==> config.mk <==
export PLATFORM = sky130hd
export DESIGN_NAME = cordic_iter_engine_flat
export DESIGN_NICKNAME = d
export VERILOG_FILES = /design/src/rtl/cordic_pkg.sv /design/src/rtl/cordic_iter_engine_if.sv /design/src/rtl/cordic_micro_rot.sv /design/src/rtl/cordic_iter_engine.sv /design/src/flat_wrapper.sv
export SDC_FILE = /design/constraint.sdc
export NUM_CORES = 1
export LEC_CHECK = 0
export CORE_MARGIN = 5
export CORE_UTILIZATION = 55
export CTS_BUF_LIST = sky130_fd_sc_hd__clkbuf_4
export CTS_CLUSTER_DIAMETER = 200
export DETAILED_ROUTE_END_ITERATION = 6
export GPL_TIMING_DRIVEN = 0
export PLACE_DENSITY = 0.8
export SYNTH_ARGS = -nofsm -noshare
export SYNTH_HDL_FRONTEND = slang
export SYNTH_SLANG_ARGS = --single-unit
==> constraint.sdc <==
create_clock -name clk -period 4.3 [get_ports clk]
set_input_delay 0.86 -clock clk [delete_from_list [all_inputs] [get_ports clk]]
set_output_delay 0.86 -clock clk [all_outputs]
set_load 0.01 [all_outputs]
==> src/rtl/cordic_pkg.sv <==
// Shared constants, arctangent table and FSM state type for the iterative CORDIC engine.
package cordic_pkg;

  // Angles are S2.13 radians; the table and constants below assume a 16-bit angle word.
  localparam int unsigned ANG_W = 16;
  localparam int unsigned IDX_W = 4;

  localparam logic signed [ANG_W-1:0] PI      = 16'sd25736;
  localparam logic signed [ANG_W-1:0] HALF_PI = 16'sd12868;

  typedef enum logic [1:0] {
    ST_IDLE,
    ST_RUN,
    ST_DONE
  } state_t;

  // Rounded atan(2^-i) in S2.13 for i = 0..13.
  function automatic logic signed [ANG_W-1:0] atan_lut(input logic [IDX_W-1:0] idx);
    logic signed [ANG_W-1:0] v;
    case (idx)
      4'd0:    v = 16'sd6434;
      4'd1:    v = 16'sd3798;
      4'd2:    v = 16'sd2007;
      4'd3:    v = 16'sd1019;
      4'd4:    v = 16'sd511;
      4'd5:    v = 16'sd256;
      4'd6:    v = 16'sd128;
      4'd7:    v = 16'sd64;
      4'd8:    v = 16'sd32;
      4'd9:    v = 16'sd16;
      4'd10:   v = 16'sd8;
      4'd11:   v = 16'sd4;
      4'd12:   v = 16'sd2;
      4'd13:   v = 16'sd1;
      default: v = 16'sd0;
    endcase
    return v;
  endfunction

endpackage

==> src/rtl/cordic_iter_engine_if.sv <==
// Request/response bundle between a CORDIC client and the iterative engine.
interface cordic_iter_engine_if #(
  parameter int unsigned W  = 14,
  parameter int unsigned AW = 16
);
  logic                 in_valid;
  logic                 in_ready;
  logic                 mode;
  logic signed [W-1:0]  x_in;
  logic signed [W-1:0]  y_in;
  logic signed [AW-1:0] z_in;
  logic                 out_valid;
  logic                 out_ready;
  logic signed [W+1:0]  x_out;
  logic signed [W+1:0]  y_out;
  logic signed [AW-1:0] z_out;

  modport master (
    output in_valid, mode, x_in, y_in, z_in, out_ready,
    input  in_ready, out_valid, x_out, y_out, z_out
  );

  modport slave (
    input  in_valid, mode, x_in, y_in, z_in, out_ready,
    output in_ready, out_valid, x_out, y_out, z_out
  );
endinterface

==> src/rtl/cordic_micro_rot.sv <==
// One CORDIC micro-rotation; the shift index selects both the shift and the table angle.
module cordic_micro_rot
  import cordic_pkg::*;
#(
  parameter int unsigned XW = 16,
  parameter int unsigned AW = 16
) (
  input  logic                 mode,
  input  logic [IDX_W-1:0]     shift,
  input  logic signed [XW-1:0] x_cur,
  input  logic signed [XW-1:0] y_cur,
  input  logic signed [AW-1:0] z_cur,
  output logic signed [XW-1:0] x_next,
  output logic signed [XW-1:0] y_next,
  output logic signed [AW-1:0] z_next
);

  logic signed [XW-1:0] x_sh;
  logic signed [XW-1:0] y_sh;
  logic signed [AW-1:0] ang;
  logic                 d_pos;

  // Direction: rotation chases Z to zero, vectoring chases Y to zero.
  always_comb begin
    x_sh  = x_cur >>> shift;
    y_sh  = y_cur >>> shift;
    ang   = AW'(atan_lut(shift));
    d_pos = mode ? ~z_cur[AW-1] : y_cur[XW-1];
    if (d_pos) begin
      x_next = x_cur - y_sh;
      y_next = y_cur + x_sh;
      z_next = z_cur - ang;
    end else begin
      x_next = x_cur + y_sh;
      y_next = y_cur - x_sh;
      z_next = z_cur + ang;
    end
  end

endmodule

==> src/rtl/cordic_iter_engine.sv <==
// Iterative CORDIC engine: one micro-rotation per clock, vectoring or rotation mode.
module cordic_iter_engine
  import cordic_pkg::*;
#(
  parameter int unsigned W      = 14,
  parameter int unsigned AW     = 16,
  parameter int unsigned N_ITER = 12
) (
  input logic                 clk,
  input logic                 rst,
  cordic_iter_engine_if.slave bus
);

  localparam int unsigned       XW   = W + 2;
  localparam logic [IDX_W-1:0]  LAST = IDX_W'(N_ITER - 1);

  state_t               state, state_d;
  logic [IDX_W-1:0]     iter, iter_d;
  logic                 mode_r, mode_d;
  logic signed [XW-1:0] x_r, x_d, y_r, y_d;
  logic signed [AW-1:0] z_r, z_d;
  logic signed [XW-1:0] x_out_d, y_out_d;
  logic signed [AW-1:0] z_out_d;
  logic                 in_ready_d, out_valid_d;

  logic signed [XW-1:0] x_ext, y_ext, pre_x, pre_y;
  logic signed [AW-1:0] pre_z;
  logic signed [XW-1:0] x_nx, y_nx;
  logic signed [AW-1:0] z_nx;

  // Quadrant fold into the CORDIC convergence range; W+2 bits keep negation safe.
  always_comb begin
    x_ext = XW'(bus.x_in);
    y_ext = XW'(bus.y_in);
    pre_x = x_ext;
    pre_y = y_ext;
    pre_z = bus.z_in;
    if (!bus.mode) begin
      if (bus.x_in[W-1]) begin
        pre_x = -x_ext;
        pre_y = -y_ext;
        pre_z = bus.y_in[W-1] ? bus.z_in - AW'(PI) : bus.z_in + AW'(PI);
      end
    end else if (bus.z_in > AW'(HALF_PI)) begin
      pre_x = -x_ext;
      pre_y = -y_ext;
      pre_z = bus.z_in - AW'(PI);
    end else if (bus.z_in < -AW'(HALF_PI)) begin
      pre_x = -x_ext;
      pre_y = -y_ext;
      pre_z = bus.z_in + AW'(PI);
    end
  end

  cordic_micro_rot #(.XW(XW), .AW(AW)) u_rot (
    .mode   (mode_r),
    .shift  (iter),
    .x_cur  (x_r),
    .y_cur  (y_r),
    .z_cur  (z_r),
    .x_next (x_nx),
    .y_next (y_nx),
    .z_next (z_nx)
  );

  // Next-state and datapath control.
  always_comb begin
    state_d     = state;
    iter_d      = iter;
    mode_d      = mode_r;
    x_d         = x_r;
    y_d         = y_r;
    z_d         = z_r;
    x_out_d     = bus.x_out;
    y_out_d     = bus.y_out;
    z_out_d     = bus.z_out;
    in_ready_d  = 1'b0;
    out_valid_d = bus.out_valid;
    case (state)
      ST_IDLE: begin
        in_ready_d = 1'b1;
        if (bus.in_valid && bus.in_ready) begin
          mode_d     = bus.mode;
          x_d        = pre_x;
          y_d        = pre_y;
          z_d        = pre_z;
          iter_d     = '0;
          in_ready_d = 1'b0;
          state_d    = ST_RUN;
        end
      end
      ST_RUN: begin
        x_d    = x_nx;
        y_d    = y_nx;
        z_d    = z_nx;
        iter_d = iter + IDX_W'(1);
        if (iter == LAST) begin
          state_d = ST_DONE;
        end
      end
      ST_DONE: begin
        if (!bus.out_valid) begin
          out_valid_d = 1'b1;
          x_out_d     = x_r;
          y_out_d     = y_r;
          z_out_d     = z_r;
        end else if (bus.out_ready) begin
          out_valid_d = 1'b0;
          in_ready_d  = 1'b1;
          state_d     = ST_IDLE;
        end
      end
      default: begin
        state_d = ST_IDLE;
      end
    endcase
  end

  // State, datapath and output registers.
  always_ff @(posedge clk or posedge rst) begin
    if (rst) begin
      state         <= ST_IDLE;
      iter          <= '0;
      mode_r        <= 1'b0;
      x_r           <= '0;
      y_r           <= '0;
      z_r           <= '0;
      bus.x_out     <= '0;
      bus.y_out     <= '0;
      bus.z_out     <= '0;
      bus.in_ready  <= 1'b0;
      bus.out_valid <= 1'b0;
    end else begin
      state         <= state_d;
      iter          <= iter_d;
      mode_r        <= mode_d;
      x_r           <= x_d;
      y_r           <= y_d;
      z_r           <= z_d;
      bus.x_out     <= x_out_d;
      bus.y_out     <= y_out_d;
      bus.z_out     <= z_out_d;
      bus.in_ready  <= in_ready_d;
      bus.out_valid <= out_valid_d;
    end
  end

endmodule

==> src/flat_wrapper.sv <==
// flat-port wrapper written by rule: the top's interface ports become plain ports
module cordic_iter_engine_flat import cordic_pkg::*;
#(
  parameter int unsigned W      = 14,
  parameter int unsigned AW     = 16,
  parameter int unsigned N_ITER = 12
)
  (clk, rst, bus_in_valid, bus_mode, bus_x_in, bus_y_in, bus_z_in, bus_out_ready, bus_in_ready, bus_out_valid, bus_x_out, bus_y_out, bus_z_out);
  cordic_iter_engine_if #(.W(W), .AW(AW)) bus_i ();
  input logic clk;
  input logic rst;
  input wire logic [$bits(bus_i.in_valid)-1:0] bus_in_valid;
  input wire logic [$bits(bus_i.mode)-1:0] bus_mode;
  input wire logic [$bits(bus_i.x_in)-1:0] bus_x_in;
  input wire logic [$bits(bus_i.y_in)-1:0] bus_y_in;
  input wire logic [$bits(bus_i.z_in)-1:0] bus_z_in;
  input wire logic [$bits(bus_i.out_ready)-1:0] bus_out_ready;
  output wire logic [$bits(bus_i.in_ready)-1:0] bus_in_ready;
  output wire logic [$bits(bus_i.out_valid)-1:0] bus_out_valid;
  output wire logic [$bits(bus_i.x_out)-1:0] bus_x_out;
  output wire logic [$bits(bus_i.y_out)-1:0] bus_y_out;
  output wire logic [$bits(bus_i.z_out)-1:0] bus_z_out;
  assign bus_i.in_valid = bus_in_valid;
  assign bus_i.mode = bus_mode;
  assign bus_i.x_in = bus_x_in;
  assign bus_i.y_in = bus_y_in;
  assign bus_i.z_in = bus_z_in;
  assign bus_i.out_ready = bus_out_ready;
  assign bus_in_ready = bus_i.in_ready;
  assign bus_out_valid = bus_i.out_valid;
  assign bus_x_out = bus_i.x_out;
  assign bus_y_out = bus_i.y_out;
  assign bus_z_out = bus_i.z_out;
  cordic_iter_engine #(.W(W), .AW(AW), .N_ITER(N_ITER)) u_core (.clk(clk), .rst(rst), .bus(bus_i));
endmodule
; ---- Word-level counts from Yosys, hierarchy flattened
; Memory sizes are Yosys's and may differ from the RTL's.
; Cells that the tools add are included.
[op_classes]
n_addsub = 11
mul = 0
div_mod_pow = 0
order_cmp = 2
n_eq_ne = 7
shift = 2
mux = 36
n_bitwise = 2
n_reduce_logical = 7
[op_table]
columns = operator, n
row1 = 16-bit 2-to-1 mux, 19
row2 = 16-bit one-hot mux with 2 select lines, 3
row3 = 16-bit adder, 3
row4 = 16-bit subtractor, 3
row5 = 14-bit negation with 16-bit output, 2
row6 = 16-bit by 4-bit >>> shifter with 16-bit output, 2
row7 = "16-bit adder, second input constant", 1
row8 = "16-bit by 15-bit > comparator with 1-bit output, second input constant", 1
row9 = "16-bit by 15-bit less-than comparator with 1-bit output, second input constant", 1
row10 = "16-bit subtractor, second input constant", 1
row11 = 2-bit 2-to-1 mux, 4
row12 = 4-bit one-hot mux with 2 select lines, 1
row13 = 1-bit 2-to-1 mux, 6
row14 = "2-bit by 1-bit != test with 1-bit output, second input constant", 3
row15 = 2-bit one-hot mux with 3 select lines, 1
row16 = 2-bit AND reduction, 3
row17 = "4-bit by 1-bit adder with 4-bit output, second input constant", 1
row18 = "4-bit == test, second input constant", 1
row19 = 4-bit 2-to-1 mux, 1
row20 = 4-bit AND reduction, 1
row21 = "2-bit by 1-bit == test with 1-bit output, second input constant", 1
row22 = "2-bit == test, second input constant", 1
row23 = 2-bit zero test, 1
row24 = "2-bit != test, second input constant", 1
row25 = 4 further kinds, 5
[word_totals]
register_bits = 105
latchBits = 0
ram_bits = 0
rom_bits = 208
word_cells = 79
mem_count = 1
[mem_list]
columns = memory, depth, word_bits, rd, rd_clocked_by_memory_dff, wr, line
row1 = (no name shown), 16, 13, 1, 0, 0, cordic_pkg.sv:20  ; case (idx)

; ---- Longest topological paths before layout
[logic_depth]
word_depth = 6
ltp_mapped = 24
mapped_depth_nobuf = 21

; ---- Cells and area by module
; A second synthesis with hierarchy kept.
[unflattened]
cells_unflattened = 1288
hier_area_um2 = 11019.3
[by_module_without_submodules]
columns = mod, n_inst, cells_each, area_per_inst_um2
row1 = cordic_iter_engine, 1, 685, 6308.6
row2 = cordic_micro_rot, 1, 603, 4710.8

; ---- Least setup slack after synthesis
; No wires, ideal clock.
[synth_path]
path_kind = reg-to-reg
startpoint = register u_core.iter[0]
endpoint = register u_core.x_r[15]
t_arrival_ns = 4.587
required_time_ns = 4.162
setup_slack_ns = -0.425
path_stages_with_launch = 21
n_path_buf = 2
period_less_slack_ns = 4.725
cell_sequence = dfrtp_1 > buf_6 > buf_6 > mux4_2 > mux2i_1 > nor2_1 > a21oi_1 > ha_1 > nand2b_1 > nand4b_1 > nor2_1 > nor2_1 > o32a_1 > ha_1 > and2_1 > a311o_1 > o41ai_1 > o21ai_0 > a31oi_1 > xnor2_1 > o22ai_1
[synth_via]
elab_chain_cells = 4
[synth_lines]
columns = item, line
row1 = start: declaration, cordic_iter_engine.sv:18  ; logic [IDX_W-1:0] iter, iter_d;
row2 = start signal: assignment, cordic_iter_engine.sv:135  ; iter <= iter_d;
row3 = 16-bit by 4-bit >>> shifter with 16-bit output (*), cordic_micro_rot.sv:26  ; y_sh = y_cur >>> shift;
row4 = 16-bit adder / 16-bit subtractor (equally long branches), "cordic_micro_rot.sv:34, cordic_micro_rot.sv:30"
row5 = 16-bit 2-to-1 mux (*), cordic_micro_rot.sv:29  ; if (d_pos) begin
row6 = 16-bit one-hot mux with 2 select lines (*), cordic_iter_engine.sv:79  ; case (state)
row7 = end signal: assignment, cordic_iter_engine.sv:125  ; x_r <= '0;
row8 = end signal: assignment, cordic_iter_engine.sv:137  ; x_r <= x_d;
row9 = end: declaration, cordic_iter_engine.sv:20  ; logic signed [XW-1:0] x_r, x_d, y_r, y_d;
; Mark *: on every way between the ends. The rest lies on a longest branch, timed or not.
; A chain may end at the register's enable or synchronous reset.

; ---- Final worst setup path
[layout_path]
startpoint = register u_core.iter[1]
endpoint = register u_core.x_r[11]
; Same word-level chain as after synthesis.

==> impl_metrics.env <==
export IMPL_status="finished, violations left"
export IMPL_failing_checks="setup timing"
export IMPL_finalCritPeriodShare=1.11
export IMPL_post_synthesis_cell_area_um2=10600
export IMPL_cts_root_buf="sky130_fd_sc_hd__clkbuf_4"
export IMPL_count_of_boundary_i_o_pins=99
export IMPL_postSynthNetCount=1349
export IMPL_clk_transition_reported_paths_ns=0.18
export IMPL_placedInstanceArea_um2=11900
export IMPL_cts_tree="built"
export IMPL_numPortBuffers=88
export IMPL_most_common_cell_after_layout_fill_and_taps_aside="sky130_fd_sc_hd__nor2_1"
export IMPL_worst_clk_skew_ns=0.0312
export IMPL_dp_hpwl_mm=27.1
export IMPL_finish_instance_area_um2=13200
export IMPL_die_w_um=149
export IMPL_fmaxAchievable_ghz=0.210
export IMPL_finish_utilization=0.701
export IMPL_grt_setup_unrepaired="yes"
export IMPL_numCtsBuffers=9
export IMPL_grt_pass1_vias=10100
export IMPL_crit_type="reg -> reg"
export IMPL_r2r_start="u_core.iter[1]"
export IMPL_timing_slew_headroom=0.386
export IMPL_wirelength_mm=37.3
export IMPL_grt_first_pass_wirelength_mm=56.2
export IMPL_timing_final_max_slew_violations=0
export IMPL_timing_final_ws_setup_ns=-0.452
export IMPL_floorplan_initialDensity=0.563
export IMPL_floorplan_die_height_um=149
export IMPL_postSynthCellCount=1231
export IMPL_max_cap_violation_count=0
export IMPL_placement_rows=50
export IMPL_most_used_cell_cp="sky130_fd_sc_hd__nor2_1"
export IMPL_final_setup_tns_ns=-2.42
export IMPL_pin_count_of_the_biggest_net_entering_global_routing=63
export IMPL_drtIter0Drc=1408
export IMPL_synth_seq_area_share=0.248
export IMPL_worstPathArrival_ns=5.17
export IMPL_cts_root_to_sink_buffers=2
export IMPL_timing_hold_violations_final=0
export IMPL_wire_per_inst_um=22.4
export IMPL_cts_htree_levels=3
export IMPL_remaining_drc_errors=0
export IMPL_netlist_cell_type_count=77
export IMPL_critPathLaunchType="register"
export IMPL_grt_usage=0.322
export IMPL_worst_setup_path_startpoint="u_core.iter[1]"
export IMPL_worstPathRequired_ns=4.72
export IMPL_final_min_clock_period_ns=4.75
export IMPL_finalSetupViolations=10
export IMPL_global_route_overflow_total=0
export IMPL_cts_hold_buffers=0
export IMPL_worstHoldPathType="reg -> reg"
export IMPL_ys_flop_type="sky130_fd_sc_hd__dfrtp_1"
export IMPL_firstDrtPassIters=6
export IMPL_drtAntennaViolNets=0
export IMPL_gpl_final_weighted_congestion=0.985
export IMPL_syn_to_layout_area_delta_pct=24.4
export IMPL_syn_mean_instance_area_um2=8.62
export IMPL_max_stage_delay_ns=0.49
export IMPL_cp_max_fo=8
export IMPL_route_vias_total=10900
export IMPL_area_of_the_core_um2=18800
export IMPL_die_area_um2=22200
export IMPL_drive_gt1_frac=0.229
export IMPL_nNetsFinal=1514
export IMPL_route_detailed_vias_per_inst=6.56
export IMPL_grt_antenna_before_repair=1
export IMPL_postSynth_asyncResetShare=1.00
export IMPL_ys_ff_latch=105
export IMPL_cp_end_kind="register"
export IMPL_synth_yosys_warnings=0
export IMPL_clock_insertion_delay_worst_skew_ns=0.55
export IMPL_clock_sink_count=105
export IMPL_cp_cell_sequence="buf_8, buf_12, mux4_2, mux2_4, nand2_1, o21a_1, ha_2, nand2b_1, nand4b_1, nor2_2, nor2_1, o32a_1, ha_4, and2_4, a311o_1, o41ai_4, buf_4, xor2_1, nor2_1, a31oi_1, o21ai_1"
export IMPL_reg2reg_depth=21
export IMPL_timing_reg2reg_setup_slack_ns=-0.45
export IMPL_cp_max_delay_cell="sky130_fd_sc_hd__mux4_2"
export IMPL_tightest_slew_ns=0.915
export IMPL_synth_edff_count=0
export IMPL_layout_common_cells="113 x sky130_fd_sc_hd__nor2_1, 102 x sky130_fd_sc_hd__dfrtp_1, 99 x sky130_fd_sc_hd__nand2_1"
export IMPL_r2r_end="u_core.x_r[11]"
export IMPL_critPathCapture="u_core.x_r[11]"
[how the worst min path moves through the flow]
stage,cells past startpoint,end,slack (ns),from
after detailed placement,1,u_core.bus.x_out[8],0.49,u_core.bus.x_out[8]
after floorplan,1,u_core.bus.in_ready,0.49,u_core.state[0]
after global routing,1,u_core.bus.x_out[3],0.55,u_core.bus.x_out[3]
after global placement,1,u_core.bus.x_out[11],0.49,u_core.bus.x_out[11]
after CTS,1,u_core.bus.x_out[8],0.53,u_core.bus.x_out[8]
final,1,u_core.bus.x_out[11],0.53,u_core.bus.x_out[11]
[flip-flops by register name, indices dropped and copies added, names as in the netlist]
signal and flops:
u_core.bus.out_valid 1, u_core.x_r 16, u_core.bus.x_out 16, u_core.state 2, u_core.bus.in_ready 1, u_core.y_r 16, u_core.z_r 16, u_core.bus.z_out 16
u_core.mode_r 1, u_core.iter 4, u_core.bus.y_out 16
[worst max-delay path, delay by kind of cell (launching register included)]
family / cells / cell delay [ns]
AO/OA/AOI/OAI: 6 / 1.57
buffers and inverters: 3 / 0.45
XOR/XNOR: 1 / 0.14
flip-flops: 1 / 0.45
multiplexers: 2 / 0.79
adder cells (fa/ha/maj): 2 / 0.45
AND/OR/NAND/NOR: 7 / 0.78
[stage by stage]
stage          cells  hold WS, ns  worst slack (ns)
2_1_floorplan   1231        0.488            -0.138
3_3_place_gp    1579        0.489             -1.33
3_5_place_dp    1580        0.494             -1.26
4_1_cts         1627        0.532            -0.221
5_1_grt         1661        0.552            -0.546
6_report        1661        0.527            -0.452
[cells in the mapped netlist (all sizes together) (6+ instances only)]
cell type / n / area (um2)
clkbuf: 62 / 233
a21o: 20 / 150
o21a: 10 / 75.1
xnor2: 64 / 568
and3: 12 / 75.1
and2: 12 / 77.6
dfrtp: 105 / 2630
ha: 66 / 826
mux2i: 20 / 200
nor3: 31 / 166
a31oi: 40 / 265
nor2b: 15 / 93.8
mux4: 33 / 773
nand3: 17 / 85.1
a21oi: 76 / 380
o41ai: 6 / 52.6
o31ai: 11 / 82.6
a211oi: 10 / 75.1
buf: 19 / 125
o22ai: 12 / 75.1
nand2: 104 / 390
or3: 7 / 43.8
xor2: 49 / 429
inv: 31 / 116
o211ai: 7 / 52.6
nand2b: 10 / 62.6
a22oi: 9 / 67.6
mux2: 63 / 713
o21ai: 106 / 531
nor2: 118 / 443
[cells by family (layout without fill, tap and decap cells)]
logic type                 Yosys count  after routing  synth area share
AOI/OAI and AO/OA                  360            360             0.216
and+or+nand+nor                    354            354             0.155
muxes                              116            116             0.159
buffers and inverters              114            283            0.0454
xor gates and xnor gates           113            113            0.0940
DFF                                105            105             0.248
adders and majority gates           69             69            0.0835
other                                0              1                 0
[final cells by class]
| type | count | area [um2] |
|---|---|---|
| inverter | 33 | 141 |
| sequential | 105 | 2630 |
| clock buffer | 10 | 75.1 |
| buffer | 79 | 462 |
| tap | 260 | 325 |
| multi-input combinational | 1012 | 8100 |
| clock inverter | 5 | 46.3 |
| fill | 1469 | 5630 |
| timing repair buffer | 156 | 1410 |
| antenna | 1 | 2.50 |
[repair_timing]
action,CTS,global route
pin swaps,27,59
setup endpoints to repair,37,29
buffers inserted,33,35
cloned,0,0
gates resized for setup,94,100
[routing by layer]
| metal | GRT usage | vias to the layer above | share of wire |
|---|---|---|---|
| met5 | 0 | - | 0 |
| met1 | 0.439 | 5188 | 0.40 |
| met2 | 0.514 | 732 | 0.45 |
| met4 | 0.132 | 0 | 0.043 |
| met3 | 0.0486 | 124 | 0.11 |
| li1 | - | 4851 | - |
Power is not shown: default switching activity piles up to over one toggle a cycle in this logic, so the estimate is an artifact.
